File: config.mk
export PLATFORM = sky130hd
export DESIGN_NAME = spi_slave_frontend
export DESIGN_NICKNAME = d
export VERILOG_FILES = /design/src/rtl/spi_slave_frontend.sv
export SDC_FILE = /design/constraint.sdc
export NUM_CORES = 1
export LEC_CHECK = 0
export ABC_CLOCK_PERIOD_IN_PS = 3200
export BUFFER_PORTS_ARGS = -buffer_cell sky130_fd_sc_hd__buf_2
export CORE_MARGIN = 5
export CORE_UTILIZATION = 40
export DETAILED_ROUTE_END_ITERATION = 12
export PLACE_DENSITY = 0.66
export REMOVE_ABC_BUFFERS = 1
export SLEW_MARGIN = 20
export SYNTH_ARGS = -nofsm -noshare
export SYNTH_HDL_FRONTEND = slang
export SYNTH_SLANG_ARGS = --single-unit
File: constraint.sdc
create_clock -name clk -period 3.2 [get_ports clk]
set_clock_uncertainty 0.05 [all_clocks]
set_input_delay 0.32 -clock clk [delete_from_list [all_inputs] [get_ports clk]]
set_output_delay 0.32 -clock clk [all_outputs]
set_load 0.01 [all_outputs]
File: src/rtl/spi_slave_frontend.sv
// spi_slave_frontend
// SPI mode-0 (CPOL=0, CPHA=0) slave front end running in the system clock
// domain. SCK, CS_N and MOSI are oversampled through synchroniser chains.
// MOSI words are deserialised MSB first, and a single-entry transmit buffer
// feeds the MISO shifter.
//
// Ports:
//   clk, rst_n            system clock, asynchronous active-low reset
//   spi_sck/cs_n/mosi     asynchronous SPI pins from the master
//   spi_miso, spi_miso_oe slave data out and its pad enable
//   rx_data, rx_valid     received word and its one-cycle strobe
//   tx_data, tx_load      response word write port (accepted when tx_ready)
//   tx_ready              transmit buffer empty
//   frame_err             one-cycle strobe on CS release mid-word
//   busy                  a frame is in progress (state SHIFT)
module spi_slave_frontend #(
  parameter int DATA_W      = 8,
  parameter int SYNC_STAGES = 2
) (
  input  logic              clk,
  input  logic              rst_n,
  input  logic              spi_sck,
  input  logic              spi_cs_n,
  input  logic              spi_mosi,
  output logic              spi_miso,
  output logic              spi_miso_oe,
  output logic [DATA_W-1:0] rx_data,
  output logic              rx_valid,
  input  logic [DATA_W-1:0] tx_data,
  input  logic              tx_load,
  output logic              tx_ready,
  output logic              frame_err,
  output logic              busy
);

  localparam int CNT_W = (DATA_W > 2) ? $clog2(DATA_W) : 1;
  localparam logic [CNT_W-1:0] LAST_BIT = CNT_W'(DATA_W - 1);

  typedef enum logic {IDLE = 1'b0, SHIFT = 1'b1} state_t;

  state_t state, state_next;

  logic [SYNC_STAGES-1:0] sck_sync, cs_sync, mosi_sync_chain;
  logic                   sck_prev, cs_prev;
  logic                   sck_s, cs_s, mosi_sync;
  logic                   sck_rise, sck_fall, cs_fall, cs_rise;

  logic [DATA_W-1:0]      rx_shift, tx_shift, tx_buf;
  logic [CNT_W-1:0]       bit_cnt;
  logic                   consume, load_ok;
  logic [DATA_W-1:0]      consume_word;

  // Synchronisers. The CS chain resets to 0 (asserted) so that a CS already
  // low when reset releases never produces a cs_fall: the block then waits
  // for a fresh CS assertion.
  always_ff @(posedge clk or negedge rst_n) begin
    if (!rst_n) begin
      sck_sync        <= '0;
      cs_sync         <= '0;
      mosi_sync_chain <= '0;
      sck_prev        <= 1'b0;
      cs_prev         <= 1'b0;
    end else begin
      sck_sync        <= {sck_sync[SYNC_STAGES-2:0], spi_sck};
      cs_sync         <= {cs_sync[SYNC_STAGES-2:0], spi_cs_n};
      mosi_sync_chain <= {mosi_sync_chain[SYNC_STAGES-2:0], spi_mosi};
      sck_prev        <= sck_sync[SYNC_STAGES-1];
      cs_prev         <= cs_sync[SYNC_STAGES-1];
    end
  end

  assign sck_s     = sck_sync[SYNC_STAGES-1];
  assign cs_s      = cs_sync[SYNC_STAGES-1];
  assign mosi_sync = mosi_sync_chain[SYNC_STAGES-1];
  assign sck_rise  = sck_s & ~sck_prev;
  assign sck_fall  = ~sck_s & sck_prev;
  assign cs_fall   = ~cs_s & cs_prev;
  assign cs_rise   = cs_s & ~cs_prev;

  // FSM: state register
  always_ff @(posedge clk or negedge rst_n) begin
    if (!rst_n) state <= IDLE;
    else        state <= state_next;
  end

  // FSM: next state
  always_comb begin
    state_next = state;
    case (state)
      IDLE:    if (cs_fall) state_next = SHIFT;
      SHIFT:   if (cs_rise) state_next = IDLE;
      default: state_next = IDLE;
    endcase
  end

  // FSM: outputs
  always_comb begin
    busy = (state == SHIFT);
  end

  // The buffer is consumed at frame start and at every word boundary on the
  // falling SCK edge (bit_cnt back at 0), so back-to-back words need no CS gap.
  assign consume = ((state == IDLE) && cs_fall) ||
                   ((state == SHIFT) && !cs_rise && sck_fall && (bit_cnt == '0));
  assign consume_word = tx_ready ? '0 : tx_buf;
  // A load that coincides with a consume is accepted even with the buffer full:
  // the consume takes the old word and the new one takes its place.
  assign load_ok = tx_load && (tx_ready || consume);

  always_ff @(posedge clk or negedge rst_n) begin
    if (!rst_n) begin
      tx_buf   <= '0;
      tx_ready <= 1'b1;
    end else if (load_ok) begin
      tx_buf   <= tx_data;
      tx_ready <= 1'b0;
    end else if (consume) begin
      tx_ready <= 1'b1;
    end
  end

  // Shift datapath
  always_ff @(posedge clk or negedge rst_n) begin
    if (!rst_n) begin
      rx_shift    <= '0;
      tx_shift    <= '0;
      bit_cnt     <= '0;
      rx_data     <= '0;
      rx_valid    <= 1'b0;
      frame_err   <= 1'b0;
      spi_miso_oe <= 1'b0;
    end else begin
      rx_valid    <= 1'b0;
      frame_err   <= 1'b0;
      spi_miso_oe <= ~cs_s;
      if (state == IDLE) begin
        if (cs_fall) begin
          tx_shift <= consume_word;
          bit_cnt  <= '0;
        end
      end else if (cs_rise) begin
        // A partial word is dropped; only the error strobe reports it.
        frame_err <= (bit_cnt != '0);
        bit_cnt   <= '0;
        tx_shift  <= '0;
      end else if (sck_rise) begin
        rx_shift <= {rx_shift[DATA_W-2:0], mosi_sync};
        if (bit_cnt == LAST_BIT) begin
          bit_cnt  <= '0;
          rx_data  <= {rx_shift[DATA_W-2:0], mosi_sync};
          rx_valid <= 1'b1;
        end else begin
          bit_cnt <= bit_cnt + 1'b1;
        end
      end else if (sck_fall) begin
        if (bit_cnt == '0) tx_shift <= consume_word;
        else               tx_shift <= {tx_shift[DATA_W-2:0], 1'b0};
      end
    end
  end

  assign spi_miso = tx_shift[DATA_W-1];

endmodule

==> summary.md <==
| Metric | Value |
|---|---|
| Static leakage | `1.18 nW` |
| Total CTS buffers | `5` |
| Initial antenna violation count | `0` |
| Status | `finished with violations` |
| Synth-to-layout area growth | `14.7%` |
| Synth cell types | `28` |
| Worst flop-to-flop path endpoint | `tx_shift[1]$_DFFE_PN0P_` |
| Placement Rows | `26` |
| Combined area of all synthesized cells | `2040 um2` |
| Routed via count divided by cell count | `4.73` |
| Count of routing violations after the opening detailed-route iteration | `35` |
| Final #Nets | `195` |
| Slowest cell on crit path | `sky130_fd_sc_hd__nor2b_1` |
| Async S/R FF share, synth | `100%` |
| Final total negative setup slack | `0 ns` |
| HP Class | `in2async` |
| Reg2Reg Launch Point | `bit_cnt[0]$_DFFE_PN0P_` |
| Data arrival time of the critical path | `2.31 ns` |
| Final wirelength | `3440 um` |
| Overall Global Routing Usage | `11.9%` |
| DIE HEIGHT | `81.4 um` |
| Antenna Nets Post-Route | `0` |
| Power per unit of standard cell area | `675 nW/um2` |
| Port buffer count | `27` |
| CTS HTree Levels | `2` |
| Placement-stage cell area | `2240 um2` |
| Clock-pin slew on the worst setup and hold paths | `0.08 ns` |
| Placeable core region | `5040 um2` |
| Proportion of layout cells with a drive suffix above 1 | `40.2%` |
| FMAX | `0.458 GHz` |
| Maximum capacitance violations | `0` |
| Number of warnings issued by yosys | `0` |
| Count of final setup violators | `0` |
| Effective utilization at floorplan | `40.5%` |
| Via count of the first global-routing pass | `1289` |
| 1st-pass router iterations | `4` |
| Cell at the root of the clock tree | `sky130_fd_sc_hd__clkbuf_8` |
| Data required time at the worst endpoint | `3.33 ns` |
| Worst skew pair latency | `0.29 ns` |
| Final global-route overflow total | `0` |
| Maximum fanout count along the critical path | `9` |
| List of cells traversed by the critical path | `inv_1, ha_1, nor2b_1, mux2i_1, o21ai_0, mux2_2` |
| Via count | `1178` |
| DR WL/cell | `13.8 um` |
| Average instance area after synthesis | `13.8 um2` |
| GP Congestion | `0.729` |
| Measured slew at the worst slew-check pin | `0.922 ns` |
| Final-report max-slew violation count | `0` |
| Global-route wire length before repair | `6040 um` |
| Fill cell count | `442` |
| Worst path top cell family by delay | `simple AND/OR/NAND/NOR gates` |
| Levels on crit path | `6` |
| Final period demand of the worst path | `2.18 ns` |
| Post-CTS Resized | `0` |
| Kind of critical path | `reg2reg` |
| Setup slack on the worst flop-to-flop path | `1.02 ns` |
| Worst-case headroom to the max-slew limit | `38.4%` |
| Number of instances in the synthesized netlist | `148` |
| Maximum number of pins on one net before global-route repair | `48` |
| Most common flop cell mapped by yosys | `sky130_fd_sc_hd__dfrtp_1` |
| Residual DRC count | `0` |
| Number of enable flip-flop cells after synthesis | `0` |
| Hold buffers post-CTS | `0` |
| Die Outline Area | `6630 um2` |
| Layout Cell Area excl Fill | `2340 um2` |
| TritonCTS clock tree | `built` |
| Crit start category | `register` |
| Destination of the critical timing path | `tx_shift[1]$_DFFE_PN0P_` |
| Clock Path Buffers | `2` |
| Hold Fails Final Rpt | `46` |
| Overall die width | `81.4 um` |
| Max VDD drop | `0.330 mV` |
| Delay of the slowest cell on the worst path | `0.73 ns` |
| Flip-flop and latch count after synthesis | `47` |
| Sequential-to-total area share from yosys stat | `57.7%` |
| Post-CTS Repair Setup Buffers | `0` |
| Antenna diode count | `0` |
| Final core area utilization | `46.4%` |
| Worst hold slack across all endpoints | `-0.0230 ns` |
| Final period util | `68.3%` |
| Critical path endpoint category | `register` |
| Buffers & Inverters on Critical Path | `1` |
| Violations in the final reports | `negative hold slack` |
| Total I/O pin count | `28` |
| First element of the critical path | `bit_cnt[0]$_DFFE_PN0P_` |
| CTS Sinks | `47` |
| RSZ-0062 raised after global routing | `no` |
| Sum of net half-perimeters after detailed placement | `2410 um` |
| Number of cells on the worst reg-to-reg path | `6` |
[worst min path at each step]
stage               slack, ns                  start  cells past startpoint                     end
global route             0.02                  rst_n                      1  bit_cnt[0]$_DFFE_PN0P_
floorplan               -0.03                  rst_n                      0  bit_cnt[0]$_DFFE_PN0P_
finish                  -0.02                  rst_n                      1   tx_buf[2]$_DFFE_PN0P_
CTS                      0.06                spi_sck                      1   sck_sync[0]$_DFF_PN0_
global placement         0.28   cs_sync[0]$_DFF_PN0_                      0    cs_sync[1]$_DFF_PN0_
detailed placement       0.29  sck_sync[0]$_DFF_PN0_                      0   sck_sync[1]$_DFF_PN0_
[cells in the mapped netlist, types with 2 or more instances]
| library cell | number | share of area (%) |
|---|---|---|
| sky130_fd_sc_hd__mux2_4 | 8 | 5.9 |
| sky130_fd_sc_hd__a21oi_1 | 2 | 0.49 |
| sky130_fd_sc_hd__mux2_2 | 24 | 13 |
| sky130_fd_sc_hd__inv_1 | 7 | 1.3 |
| sky130_fd_sc_hd__dfrtp_1 | 46 | 56 |
| sky130_fd_sc_hd__mux2i_1 | 8 | 3.9 |
| sky130_fd_sc_hd__nor3_1 | 2 | 0.49 |
| sky130_fd_sc_hd__o21ai_0 | 8 | 2.0 |
| sky130_fd_sc_hd__nand3_1 | 2 | 0.49 |
| sky130_fd_sc_hd__nand4_1 | 2 | 0.61 |
| sky130_fd_sc_hd__ha_1 | 3 | 1.8 |
| sky130_fd_sc_hd__buf_2 | 2 | 0.49 |
| sky130_fd_sc_hd__nand2_1 | 10 | 1.8 |
| sky130_fd_sc_hd__nor2b_1 | 10 | 3.1 |
[per-layer routing]
layer / vias up / global-route usage (%) / share of wire (%)
met5: - / 0 / 0
met4: 0 / 3.55 / 0.55
met3: 3 / 4.17 / 6.2
met2: 29 / 19.2 / 48
met1: 578 / 15.1 / 46
li1: 568 / - / -
[report_power, final]
group | switching (mW) | total (mW) | internal [mW]
Clock | 0.192 | 0.369 | 0.176
Sequential | 0.0934 | 0.824 | 0.730
Combinational | 0.160 | 0.386 | 0.226
Total | 0.446 | 1.58 | 1.13
[logic make-up (layout without fill, tap and decap cells)]
kind of cell / Yosys count / after routing / share of synthesized area [%]
compound gates: 12 / 12 / 4.17
mux: 40 / 40 / 23.1
flops: 47 / 47 / 57.7
simple gates: 34 / 34 / 10.2
fa+ha+maj: 4 / 4 / 2.33
buf+inv: 11 / 42 / 2.51
[sequential cells by signal, indices dropped and copies added, names as in the netlist, 2 cells and up]
| name | flops |
|---|---|
| tx_buf | 8 |
| sck_sync | 2 |
| cs_sync | 2 |
| rx_data | 8 |
| tx_shift | 8 |
| rx_shift | 7 |
| mosi_sync_chain | 2 |
| bit_cnt | 3 |
[final cells by class]
cell class | instances | area [um2] | area share (%)
repair buffers | 27 | 138 | 5.88
multi-input cells | 90 | 812 | 34.7
clock inverters | 2 | 16.3 | 0.695
well taps | 70 | 87.6 | 3.74
clock buffers | 6 | 82.6 | 3.53
flip-flops and latches | 47 | 1180 | 50.3
inverters | 7 | 26.3 | 1.12
[stage by stage]
step	cells	power [mW]	hold slack (ns)	setup WS, ns
floorplan	144	1.12	-0.0256	1.31
global placement	241	1.20	0.284	1.12
detailed placement	241	1.23	0.290	1.01
CTS	249	1.60	0.0627	0.985
global route	249	1.69	0.0162	0.815
finish	249	1.58	-0.0230	1.02
[layout by cell type (no fill, tap or decap)]
| master | Yosys | layout |
|---|---|---|
| sky130_fd_sc_hd__nor3_1 | 2 | 2 |
| sky130_fd_sc_hd__nand4bb_1 | 1 | 1 |
| sky130_fd_sc_hd__clkinvlp_4 | 0 | 1 |
| sky130_fd_sc_hd__mux2_2 | 24 | 24 |
| sky130_fd_sc_hd__o21ai_2 | 1 | 1 |
| sky130_fd_sc_hd__mux2_4 | 8 | 8 |
| sky130_fd_sc_hd__inv_1 | 7 | 7 |
| sky130_fd_sc_hd__dfstp_2 | 1 | 1 |
| sky130_fd_sc_hd__o311ai_4 | 1 | 1 |
| sky130_fd_sc_hd__nand4_1 | 2 | 2 |
| sky130_fd_sc_hd__or3b_4 | 1 | 1 |
| sky130_fd_sc_hd__dfrtp_1 | 46 | 46 |
| sky130_fd_sc_hd__nand2_1 | 10 | 10 |
| sky130_fd_sc_hd__nand2b_1 | 1 | 1 |
| sky130_fd_sc_hd__buf_4 | 0 | 1 |
| sky130_fd_sc_hd__ha_1 | 3 | 3 |
| sky130_fd_sc_hd__nand4b_1 | 1 | 1 |
| sky130_fd_sc_hd__nand3_1 | 2 | 2 |
| sky130_fd_sc_hd__nor2b_1 | 10 | 10 |
| sky130_fd_sc_hd__maj3_1 | 1 | 1 |
| sky130_fd_sc_hd__o21ai_0 | 8 | 8 |
| sky130_fd_sc_hd__nor3b_1 | 1 | 1 |
| sky130_fd_sc_hd__nor2_1 | 1 | 1 |
| sky130_fd_sc_hd__a21oi_1 | 2 | 2 |
| sky130_fd_sc_hd__and2b_1 | 1 | 1 |
| sky130_fd_sc_hd__clkbuf_8 | 0 | 6 |
| sky130_fd_sc_hd__clkinv_4 | 0 | 1 |
| sky130_fd_sc_hd__nand2_8 | 1 | 1 |
| sky130_fd_sc_hd__buf_2 | 2 | 26 |
| sky130_fd_sc_hd__mux2i_1 | 8 | 8 |
Power figures use the tool's default switching activity.
